### src/rtl/tw_cpu_gen.sv
// Parametrised TW accumulator core: banked user/priv A/B/C, precise traps, terminal HALT.
// Build option: define TW_IRQ_EN to enable the external interrupt and its pending latch.
module tw_cpu_gen #(
  parameter int DATA_W = 4,
  parameter int ADDR_W = 4,
  parameter int MODE_W = 2
) (
  input  logic                     clock,
  input  logic                     reset,
  output logic [MODE_W+ADDR_W-1:0] addr,
  input  logic [DATA_W+3:0]        data,
  input  logic [DATA_W-1:0]        in,
  output logic [DATA_W-1:0]        out,
  input  logic                     irq,
  output logic [1:0]               cause,
  output logic                     halted
);

  localparam logic [MODE_W-1:0] MODE_USER = '0;
  localparam logic [MODE_W-1:0] MODE_PRIV = MODE_W'(1);
  localparam logic [1:0] CAUSE_SWI = 2'd1;
  localparam logic [1:0] CAUSE_EXC = 2'd2;
  localparam logic [1:0] CAUSE_IRQ = 2'd3;

  typedef enum logic {ST_RUN, ST_HALT} state_t;

  state_t                     state_q, state_d;
  logic [MODE_W+ADDR_W-1:0]   addr_q, addr_d;
  logic [DATA_W-1:0]          out_q, out_d;
  logic [1:0]                 cause_q, cause_d;
  logic [ADDR_W-1:0]          saved_ip_q, saved_ip_d;
  logic [DATA_W-1:0]          a_q [2];
  logic [DATA_W-1:0]          a_d [2];
  logic [DATA_W-1:0]          b_q [2];
  logic [DATA_W-1:0]          b_d [2];
  logic                       c_q [2];
  logic                       c_d [2];

  logic [3:0]        opcode;
  logic [DATA_W-1:0] imm;
  logic [MODE_W-1:0] mode;
  logic [ADDR_W-1:0] pc, pc_inc, target;
  logic              priv;
  logic              non_imm, is_jump, jump_taken, imm_hi, seq_next, illegal;
  logic [DATA_W:0]   sum_a, sum_b;
  logic              irq_take;

  assign opcode = data[DATA_W+3:DATA_W];
  assign imm    = data[DATA_W-1:0];
  assign mode   = addr_q[MODE_W+ADDR_W-1:ADDR_W];
  assign pc     = addr_q[ADDR_W-1:0];
  assign pc_inc = pc + ADDR_W'(1);
  assign target = imm[ADDR_W-1:0];
  assign priv   = |mode;

  assign sum_a = {1'b0, a_q[priv]} + {1'b0, imm};
  assign sum_b = {1'b0, b_q[priv]} + {1'b0, imm};

  always_comb begin
    non_imm = 1'b0;
    case (opcode)
      4'h1, 4'h2, 4'h4, 4'h6, 4'h8, 4'h9, 4'hA, 4'hC, 4'hD: non_imm = 1'b1;
      default: non_imm = 1'b0;
    endcase
  end

  assign is_jump    = (opcode == 4'hE) || (opcode == 4'hF);
  assign jump_taken = (opcode == 4'hF) || ((opcode == 4'hE) && !c_q[priv]);
  assign imm_hi     = (imm >> ADDR_W) != '0;
  // Only sequential flow can run off the end of the address space; taken jumps and IRET cannot.
  assign seq_next   = !((is_jump && jump_taken) || ((opcode == 4'hD) && priv));
  assign illegal    = (non_imm && (imm != '0)) ||
                      ((opcode == 4'hC) && !priv) ||
                      (is_jump && imm_hi) ||
                      (seq_next && (&pc));

`ifdef TW_IRQ_EN
  logic irq_pend_q, irq_pend_d;
  assign irq_take = (state_q == ST_RUN) && !priv && (irq || irq_pend_q);
`else
  logic unused_irq;
  assign unused_irq = irq;
  assign irq_take   = 1'b0;
`endif

  always_comb begin
    state_d    = state_q;
    addr_d     = addr_q;
    out_d      = out_q;
    cause_d    = cause_q;
    saved_ip_d = saved_ip_q;
    for (int i = 0; i < 2; i++) begin
      a_d[i] = a_q[i];
      b_d[i] = b_q[i];
      c_d[i] = c_q[i];
    end
`ifdef TW_IRQ_EN
    irq_pend_d = irq_pend_q | irq;
`endif
    if (state_q == ST_RUN) begin
      addr_d = {mode, pc_inc};
      if (illegal) begin
        if (priv) begin
          state_d = ST_HALT;
          addr_d  = addr_q;
        end else begin
          saved_ip_d = pc;
          addr_d     = {MODE_PRIV, ADDR_W'(1)};
          cause_d    = CAUSE_EXC;
        end
      end else if ((opcode == 4'hD) && !priv) begin
        saved_ip_d = pc_inc;
        addr_d     = {MODE_PRIV, ADDR_W'(0)};
        cause_d    = CAUSE_SWI;
      end else if (irq_take) begin
        // The fetched instruction is discarded and re-fetched after IRET.
        saved_ip_d = pc;
        addr_d     = {MODE_PRIV, ADDR_W'(2)};
        cause_d    = CAUSE_IRQ;
`ifdef TW_IRQ_EN
        irq_pend_d = 1'b0;
`endif
      end else begin
        case (opcode)
          4'h0: begin
            a_d[priv] = sum_a[DATA_W-1:0];
            c_d[priv] = sum_a[DATA_W];
          end
          4'h1: a_d[priv] = b_q[priv];
          4'h2: a_d[priv] = in;
          4'h3: a_d[priv] = imm;
          4'h4: b_d[priv] = a_q[priv];
          4'h5: begin
            b_d[priv] = sum_b[DATA_W-1:0];
            c_d[priv] = sum_b[DATA_W];
          end
          4'h6: b_d[priv] = in;
          4'h7: b_d[priv] = imm;
          4'h9: out_d = b_q[priv];
          4'hB: out_d = imm;
          4'hC: begin
            a_d[0] = a_q[1];
            a_d[1] = a_q[0];
          end
          4'hD: addr_d = {MODE_USER, saved_ip_q};
          4'hE, 4'hF: if (jump_taken) addr_d = {mode, target};
          default: ;
        endcase
      end
    end
  end

  always_ff @(posedge clock or negedge reset) begin
    if (!reset) begin
      state_q    <= ST_RUN;
      addr_q     <= '0;
      out_q      <= '0;
      cause_q    <= '0;
      saved_ip_q <= '0;
      for (int i = 0; i < 2; i++) begin
        a_q[i] <= '0;
        b_q[i] <= '0;
        c_q[i] <= 1'b0;
      end
`ifdef TW_IRQ_EN
      irq_pend_q <= 1'b0;
`endif
    end else begin
      state_q    <= state_d;
      addr_q     <= addr_d;
      out_q      <= out_d;
      cause_q    <= cause_d;
      saved_ip_q <= saved_ip_d;
      for (int i = 0; i < 2; i++) begin
        a_q[i] <= a_d[i];
        b_q[i] <= b_d[i];
        c_q[i] <= c_d[i];
      end
`ifdef TW_IRQ_EN
      irq_pend_q <= irq_pend_d;
`endif
    end
  end

  assign addr   = addr_q;
  assign out    = out_q;
  assign cause  = cause_q;
  assign halted = (state_q == ST_HALT);

endmodule

### config.mk
export PLATFORM = sky130hd
export DESIGN_NAME = tw_cpu_gen
export DESIGN_NICKNAME = d
export VERILOG_FILES = /design/src/rtl/tw_cpu_gen.sv
export SDC_FILE = /design/constraint.sdc
export NUM_CORES = 1
export LEC_CHECK = 0
export ABC_AREA = 1
export CAP_MARGIN = 5
export CORE_MARGIN = 2
export CORE_UTILIZATION = 40
export CTS_CLUSTER_SIZE = 28
export DETAILED_ROUTE_END_ITERATION = 7
export PLACE_DENSITY = 0.68
export SLEW_MARGIN = 5
export SYNTH_ARGS = -nofsm -noshare
export SYNTH_HDL_FRONTEND = slang
export SYNTH_SLANG_ARGS = --single-unit
export TNS_END_PERCENT = 10
### constraint.sdc
create_clock -name clock -period 2.9 [get_ports clock]
set_clock_uncertainty 0.05 [all_clocks]
set_input_delay 0.435 -clock clock [delete_from_list [all_inputs] [get_ports clock]]
set_output_delay 0.435 -clock clock [all_outputs]
set_load 0.05 [all_outputs]
==> results.sh, run 1 <==
export IMPL_timing_reg2reg_worst_path_depth=11
export IMPL_gp_congestion=0.904
export IMPL_static_leakage_power_nw=1.98
export IMPL_fin_cells=686
export IMPL_regToRegEndpoint="c_q[1]"
export IMPL_netlist_area_leader_share_pct=25.7
export IMPL_fin_crit_sh_pct=86.4
export IMPL_drt_first_pass_iters=6
export IMPL_critical_path_arrival_ns=2.64
export IMPL_synth_ff_type="sky130_fd_sc_hd__dfrtp_1"
export IMPL_tightest_slew_ns=0.504
export IMPL_finish_instance_area_um2=3840
export IMPL_ys_seq_area_share_pct=25.7
export IMPL_fmax_ghz=0.399
export IMPL_critPathLaunch="data[4]"
export IMPL_n_diodes=0
export IMPL_post_route_min_period_ns=2.50
export IMPL_drt_initial_drc_count=279
export IMPL_grt_first_pass_wirelength_mm=16.9
export IMPL_regToRegStartpoint="addr[4]"
export IMPL_timing_setup_critical_path_class="in -> reg"
export IMPL_synth_most_common_cell="sky130_fd_sc_hd__nand2_1"
export IMPL_rsz0062_at_grt="false"
export IMPL_first_global_vias=3288
export IMPL_slew_violations=0
export IMPL_synth_cells_most_frequent="sky130_fd_sc_hd__nand2_1, sky130_fd_sc_hd__nor2_1, sky130_fd_sc_hd__nand3_1"
export IMPL_fraction_of_layout_cells_with_a_size_suffix_above_1_pct=7.92
export IMPL_grt_remaining_overflow=0
export IMPL_synth_edf_count=0
export IMPL_clock_power_share_pct=12.5
export IMPL_netlist_cell_type_count=36
export IMPL_placed_area_um2=3750
export IMPL_path_depth=11
export IMPL_layout_nets=611
export IMPL_cts_setup_buffers=0
export IMPL_die_width_um=94.9
export IMPL_syn_avg_cell_area_um2=6.08
export IMPL_filler_cell_count=886
export IMPL_floorplan_rows=33
export IMPL_hold_class="reg -> reg"
export IMPL_post_cts_hold_buffer_count=0
export IMPL_floorplan_initialDensity_pct=40.8
export IMPL_clock_sinks=34
export IMPL_placement_io_buffers=25
export IMPL_tritoncts_num_buffers=5
export IMPL_yosysWarningCount=0
export IMPL_grt_util_all_layers_pct=24.1
export IMPL_floorplan_die_area_um2=9010
export IMPL_postCtsResizedCells=0
export IMPL_sw_frac_of_total_pct=52.7
export IMPL_run_status="finished, final reports clean"
export IMPL_detail_route_vias_per_cell=5.40
export IMPL_timing_critical_path_slowest_stage_cell="sky130_fd_sc_hd__clkdlybuf4s50_1"
export IMPL_yosys_register_bits=34
export IMPL_core_area_um2=8090
export IMPL_final_critical_path_setup_slack_ns=0.396
export IMPL_power_frac_seq_pct=25.5
export IMPL_timing_hold_violations_final=0
export IMPL_tritoncts_clock_tree="done"
export IMPL_netlist_instances=544
export IMPL_critical_path_endpoint="a_q[5]"
export IMPL_critical_path_required_ns=3.03
export IMPL_timing_critical_path_max_delay_family="simple AND/OR/NAND/NOR gates"
export IMPL_setup_violations=0
export IMPL_clk_latency_ns=0.30
export IMPL_pre_cts_ws_ns=0.103
export IMPL_synth_area_leader_cell="sky130_fd_sc_hd__dfrtp_1"
export IMPL_dieHeight_um=94.9
export IMPL_crit_path_frequent_cell="sky130_fd_sc_hd__nand2_1"
export IMPL_number_of_antenna_violations_at_the_first_check_in_global_routing=0
export IMPL_routedWlPerCell_um=14.8
export IMPL_fin_worst_hold_slack_ns=0.431
export IMPL_final_setup_tns_ns=0
export IMPL_power_report_internal_total_mw=1.49
export IMPL_crit_path_start_kind="input port"
export IMPL_clk_transition_reported_paths_ns=0.08
export IMPL_drc_violations_left=0
export IMPL_vdd_ir_drop_worst_mv=0.343
export IMPL_crit_path_end_kind="register"
export IMPL_ctsLongestPathBuffers=2
export IMPL_floorplan_io_pins=28
export IMPL_async_reset_ff_share_pct=100
export IMPL_cts_root_buffer="sky130_fd_sc_hd__clkbuf_8"
export IMPL_drt_total_wl_mm=10.2
export IMPL_syn_nets=575
export IMPL_synth_area_um2=3310
export IMPL_grt_max_degree=35
export IMPL_total_via_count_after_detailed_routing=3707
export IMPL_synth_top_cells_by_area="sky130_fd_sc_hd__dfrtp_1, sky130_fd_sc_hd__nand2_1, sky130_fd_sc_hd__nor2_1"
export IMPL_total_power_consumption_mw=3.15
export IMPL_drtAntennaViolNets=0
export IMPL_max_cap_viols=0
export IMPL_place_hpwl_mm=8.04
export IMPL_powerDensity_nw_per_um2=818
export IMPL_worstPathCellList="clkdlybuf4s50_1, ha_1, inv_2, a21oi_4, nand2_1, nand2_2, nand3_4, nor2_4, nand3_1, nand2_1, nand2_1"
export IMPL_rrSetupSlack_ns=0.41
export IMPL_cp_num_buf_inv=2
export IMPL_htreeDepth=2
export IMPL_area_growth_syn_to_layout_pct=16.3
export IMPL_delay_of_the_slowest_cell_on_the_worst_path_ns=0.52
export IMPL_timing_slew_headroom_pct=66.3
export IMPL_place_inst=678
export IMPL_worstPathMaxFanout=12
export IMPL_power_combinational_fraction_pct=62.0
export IMPL_net_switching_power_mw=1.66
export IMPL_utilization_pct=47.5
-- power by group through the flow --
stage	clock network, mW	logic [mW]	registers [mW]
2_1_floorplan	0	1.19	0.977
3_3_place_gp	0	1.89	0.801
3_5_place_dp	0	1.93	0.803
4_1_cts	0.401	1.93	0.799
5_1_grt	0.414	2.17	0.828
6_report	0.394	1.95	0.802
-- how the worst min path moves through the flow --
stage                     depth (start not counted)  startpoint  endpoint  slack, ns
after floorplan                                   0       reset    a_q[0]       0.09
after global placement                            2      out[2]    out[2]       0.42
after detailed placement                          2      c_q[0]    c_q[0]       0.42
after CTS                                         2      c_q[0]    c_q[0]       0.44
after global routing                              2      out[1]    out[1]       0.46
final                                             2      out[0]    out[0]       0.43
-- cell families (layout without fill, tap and decap cells) --
| logic type | Yosys count | after routing | synth area share [%] |
|---|---|---|---|
| other | 1 | 1 | 0.113 |
| DFF | 34 | 34 | 25.7 |
| buffers and inverters | 66 | 103 | 8.14 |
| and+or+nand+nor | 371 | 371 | 49.8 |
| adders and majority gates | 16 | 16 | 6.51 |
| AOI/OAI and AO/OA | 53 | 53 | 8.86 |
| xor gates and xnor gates | 3 | 3 | 0.795 |
-- sequential cells by signal, indices dropped and copies added (netlist names) --
name,count
a_q,8
b_q,8
addr,5
out,4
saved_ip_q,4
c_q,2
cause,2
halted,1
-- tightest hold or removal path, cell delays in order (launching register included) --
cell	delay [ns]
sky130_fd_sc_hd__dfrtp_1	0.35
sky130_fd_sc_hd__nand2_1	0.05
sky130_fd_sc_hd__o21ai_0	0.05
-- cell usage in the layout, fill, tap and decap left out, types with 2 or more instances in the layout --
cell type / n
sky130_fd_sc_hd__xor2_1: 2
sky130_fd_sc_hd__clkdlybuf4s50_1: 25
sky130_fd_sc_hd__nand3_1: 57
sky130_fd_sc_hd__clkbuf_8: 6
sky130_fd_sc_hd__o21ai_0: 20
sky130_fd_sc_hd__inv_2: 3
sky130_fd_sc_hd__a21oi_1: 24
sky130_fd_sc_hd__nand2_2: 4
sky130_fd_sc_hd__a21boi_0: 3
sky130_fd_sc_hd__nand3b_1: 7
sky130_fd_sc_hd__fa_1: 2
sky130_fd_sc_hd__ha_1: 14
sky130_fd_sc_hd__dfrtp_1: 33
sky130_fd_sc_hd__buf_4: 18
sky130_fd_sc_hd__o211ai_1: 2
sky130_fd_sc_hd__nor2_1: 93
sky130_fd_sc_hd__nand4_1: 23
sky130_fd_sc_hd__nor3_1: 16
sky130_fd_sc_hd__nor2_4: 2
sky130_fd_sc_hd__or2_2: 3
sky130_fd_sc_hd__inv_1: 49
sky130_fd_sc_hd__nand3_2: 3
sky130_fd_sc_hd__nand2_1: 158
-- layer usage --
metal | global-route usage [%] | share of wire [%] | vias up | wire (um)
met5 | 0 | 0 | - | 0
met4 | 6.64 | 1.8 | 0 | 182
met3 | 3.35 | 7.7 | 14 | 783
met2 | 35.6 | 43 | 180 | 4390
met1 | 36.4 | 47 | 1656 | 4810
li1 | - | - | 1857 | -
-- layout make-up --
class	count	area (um2)	area share [%]
clock inverters	2	12.5	0.325
clock buffers	6	82.6	2.15
repair buffers	43	385	10.0
multi-input cells	444	2190	56.9
flip-flops and latches	34	852	22.2
well taps	105	131	3.42
inverters	52	195	5.08
(Power assumes the default switching activity.)
==> run 2: changes to the inputs <==
- ABC_CLOCK_PERIOD_IN_PS: not set -> 2900
==> results of run 2 <==
No change in the layout: final DEF, timing and power equal those of run 1.
==> run 3: changes to the inputs <==
--- a/config.mk
+++ b/config.mk
@@ -14,5 +14,5 @@
 export DETAILED_ROUTE_END_ITERATION = 7
 export PLACE_DENSITY = 0.68
-export SLEW_MARGIN = 5
+export SLEW_MARGIN = 20
 export SYNTH_ARGS = -nofsm -noshare
 export SYNTH_HDL_FRONTEND = slang
==> constraint.sdc (replaced) <==
create_clock -name clock -period 2.9 [get_ports clock]
set_clock_uncertainty 0.05 [all_clocks]
set_input_delay 0.58 -clock clock [delete_from_list [all_inputs] [get_ports clock]]
set_output_delay 0.58 -clock clock [all_outputs]
set_load 0.05 [all_outputs]
==> results.sh, run 3 (synthesized netlist as in run 1, its figures left out) <==
export IMPL_run_status="finished, final reports clean"
export IMPL_utilization_pct=47.9
export IMPL_multiInputGateArea_um2=2190
export IMPL_postCtsResizedCells=0
export IMPL_first_global_vias=3296
export IMPL_fraction_of_layout_cells_with_a_size_suffix_above_1_pct=8.55
export IMPL_rsz0062_at_grt="false"
export IMPL_tritoncts_clock_tree="done"
export IMPL_worstPathCellList="clkdlybuf4s50_1, inv_1, ha_1, inv_1, a21oi_4, nand2_1, nand2_2, nand3_4, nor2_4, nand3_1, nand2_1, nand2_1"
export IMPL_filler_cell_count=846
export IMPL_number_of_antenna_violations_at_the_first_check_in_global_routing=0
export IMPL_n_diodes=0
export IMPL_worstPathMaxFanout=8
export IMPL_floorplan_rows=33
export IMPL_detail_route_vias_per_cell=5.28
export IMPL_critical_path_required_ns=3.03
export IMPL_layout_nets=615
export IMPL_tightest_slew_ns=0.498
export IMPL_crit_path_start_kind="input port"
export IMPL_total_via_count_after_detailed_routing=3640
export IMPL_cts_root_buffer="sky130_fd_sc_hd__clkbuf_8"
export IMPL_powerDensity_nw_per_um2=812
export IMPL_timing_critical_path_max_delay_family="simple AND/OR/NAND/NOR gates"
export IMPL_drt_total_wl_mm=9.67
export IMPL_drtAntennaViolNets=0
export IMPL_drt_initial_drc_count=341
export IMPL_floorplan_die_area_um2=9010
export IMPL_floorplan_io_pins=28
export IMPL_placement_io_buffers=25
export IMPL_drc_violations_left=0
export IMPL_critPathLaunch="data[4]"
export IMPL_post_route_min_period_ns=2.50
export IMPL_vdd_ir_drop_worst_mv=0.354
export IMPL_area_growth_syn_to_layout_pct=17.2
export IMPL_timing_reg2reg_worst_path_depth=12
export IMPL_static_leakage_power_nw=2.00
export IMPL_gp_congestion=1.02
export IMPL_dieHeight_um=94.9
export IMPL_delay_of_the_slowest_cell_on_the_worst_path_ns=0.45
export IMPL_grt_first_pass_wirelength_mm=16.0
export IMPL_timing_critical_path_slowest_stage_cell="sky130_fd_sc_hd__clkdlybuf4s50_1"
export IMPL_max_cap_viols=0
export IMPL_tritoncts_num_buffers=5
export IMPL_timing_hold_violations_final=0
export IMPL_htreeDepth=2
export IMPL_ctsLongestPathBuffers=2
export IMPL_cts_setup_buffers=0
export IMPL_core_area_um2=8090
export IMPL_floorplan_initialDensity_pct=40.8
export IMPL_routedWlPerCell_um=14.0
export IMPL_grt_util_all_layers_pct=22.5
export IMPL_rrSetupSlack_ns=0.48
export IMPL_regToRegStartpoint="addr[4]"
export IMPL_timing_slew_headroom_pct=66.7
export IMPL_place_hpwl_mm=7.91
export IMPL_hold_class="reg -> reg"
export IMPL_fmax_ghz=0.400
export IMPL_mostFrequentLayoutCell="sky130_fd_sc_hd__nand2_1"
export IMPL_clk_transition_reported_paths_ns=0.07
export IMPL_layout_cells_most_common_list="sky130_fd_sc_hd__nand2_1, sky130_fd_sc_hd__nor2_1, sky130_fd_sc_hd__nand3_1"
export IMPL_critical_path_arrival_ns=2.63
export IMPL_clk_latency_ns=0.28
export IMPL_final_setup_tns_ns=0
export IMPL_fin_crit_sh_pct=86.2
export IMPL_post_cts_hold_buffer_count=0
export IMPL_grt_remaining_overflow=0
export IMPL_setup_violations=0
export IMPL_die_width_um=94.9
export IMPL_slew_violations=0
export IMPL_cp_num_buf_inv=3
export IMPL_regToRegEndpoint="c_q[1]"
export IMPL_crit_path_frequent_cell="sky130_fd_sc_hd__nand2_1"
export IMPL_path_depth=12
export IMPL_register_area_um2=852
export IMPL_clock_sinks=34
export IMPL_timing_setup_critical_path_class="in -> reg"
export IMPL_drt_first_pass_iters=5
export IMPL_grt_max_degree=35
export IMPL_crit_path_end_kind="register"
export IMPL_critical_path_endpoint="a_q[7]"
[run 3: worst reg2reg max path: stages (launching register included)]
cell	delay [ns]
sky130_fd_sc_hd__dfrtp_2	0.49
sky130_fd_sc_hd__inv_1	0.09
sky130_fd_sc_hd__buf_4	0.18
sky130_fd_sc_hd__or2_2	0.31
sky130_fd_sc_hd__and2_1	0.18
sky130_fd_sc_hd__ha_1	0.34
sky130_fd_sc_hd__nand2_1	0.06
sky130_fd_sc_hd__o21ai_0	0.16
sky130_fd_sc_hd__buf_4	0.16
sky130_fd_sc_hd__nand3_1	0.06
sky130_fd_sc_hd__nand2_1	0.08
sky130_fd_sc_hd__nand4_1	0.10
sky130_fd_sc_hd__nand2_1	0.09
[run 3: layer usage]
metal / up-vias / GRT usage, % / routed length [um]
met5: - / 0 / 0
met1: 1619 / 33.3 / 4510
li1: 1856 / - / -
met3: 16 / 3.03 / 674
met2: 149 / 34.8 / 4300
met4: 0 / 5.19 / 180
[run 3: layout make-up]
class | instances | share of cell area (%)
Multi-Input combinational cell | 444 | 56.4
Sequential cell | 34 | 22.0
Timing Repair Buffer | 47 | 10.7
Inverter | 52 | 5.04
Tap cell | 105 | 3.39
Clock buffer | 6 | 2.13
Clock inverter | 2 | 0.323
[run 3: report_power, final]
group          internal (mW)  total (mW)  switching, mW
combinational          0.689        1.97           1.28
clock                  0.191       0.359          0.168
sequential             0.627       0.815          0.188
[run 3: worst min-delay path by stage]
| stage | start | endpoint | slack, ns | cells after the start |
|---|---|---|---|---|
| floorplan | reset | a_q[0] | 0.23 | 0 |
| global placement | c_q[1] | c_q[1] | 0.41 | 2 |
| detailed placement | c_q[0] | c_q[0] | 0.41 | 2 |
| CTS | c_q[0] | c_q[0] | 0.43 | 2 |
| global route | c_q[1] | c_q[1] | 0.44 | 2 |
| finish | c_q[0] | c_q[0] | 0.42 | 2 |
[run 3: per-stage QoR]
stage / total power [mW] / cells / hold slack [ns] / setup WS [ns] / area, um2
2_1_floorplan: 2.16 / 544 / 0.234 / 0.106 / 3310
3_3_place_gp: 2.72 / 682 / 0.408 / 0.174 / 3780
3_5_place_dp: 2.76 / 682 / 0.408 / 0.152 / 3780
4_1_cts: 3.13 / 690 / 0.426 / 0.445 / 3870
5_1_grt: 3.41 / 690 / 0.441 / 0.175 / 3870
6_report: 3.15 / 690 / 0.420 / 0.400 / 3870
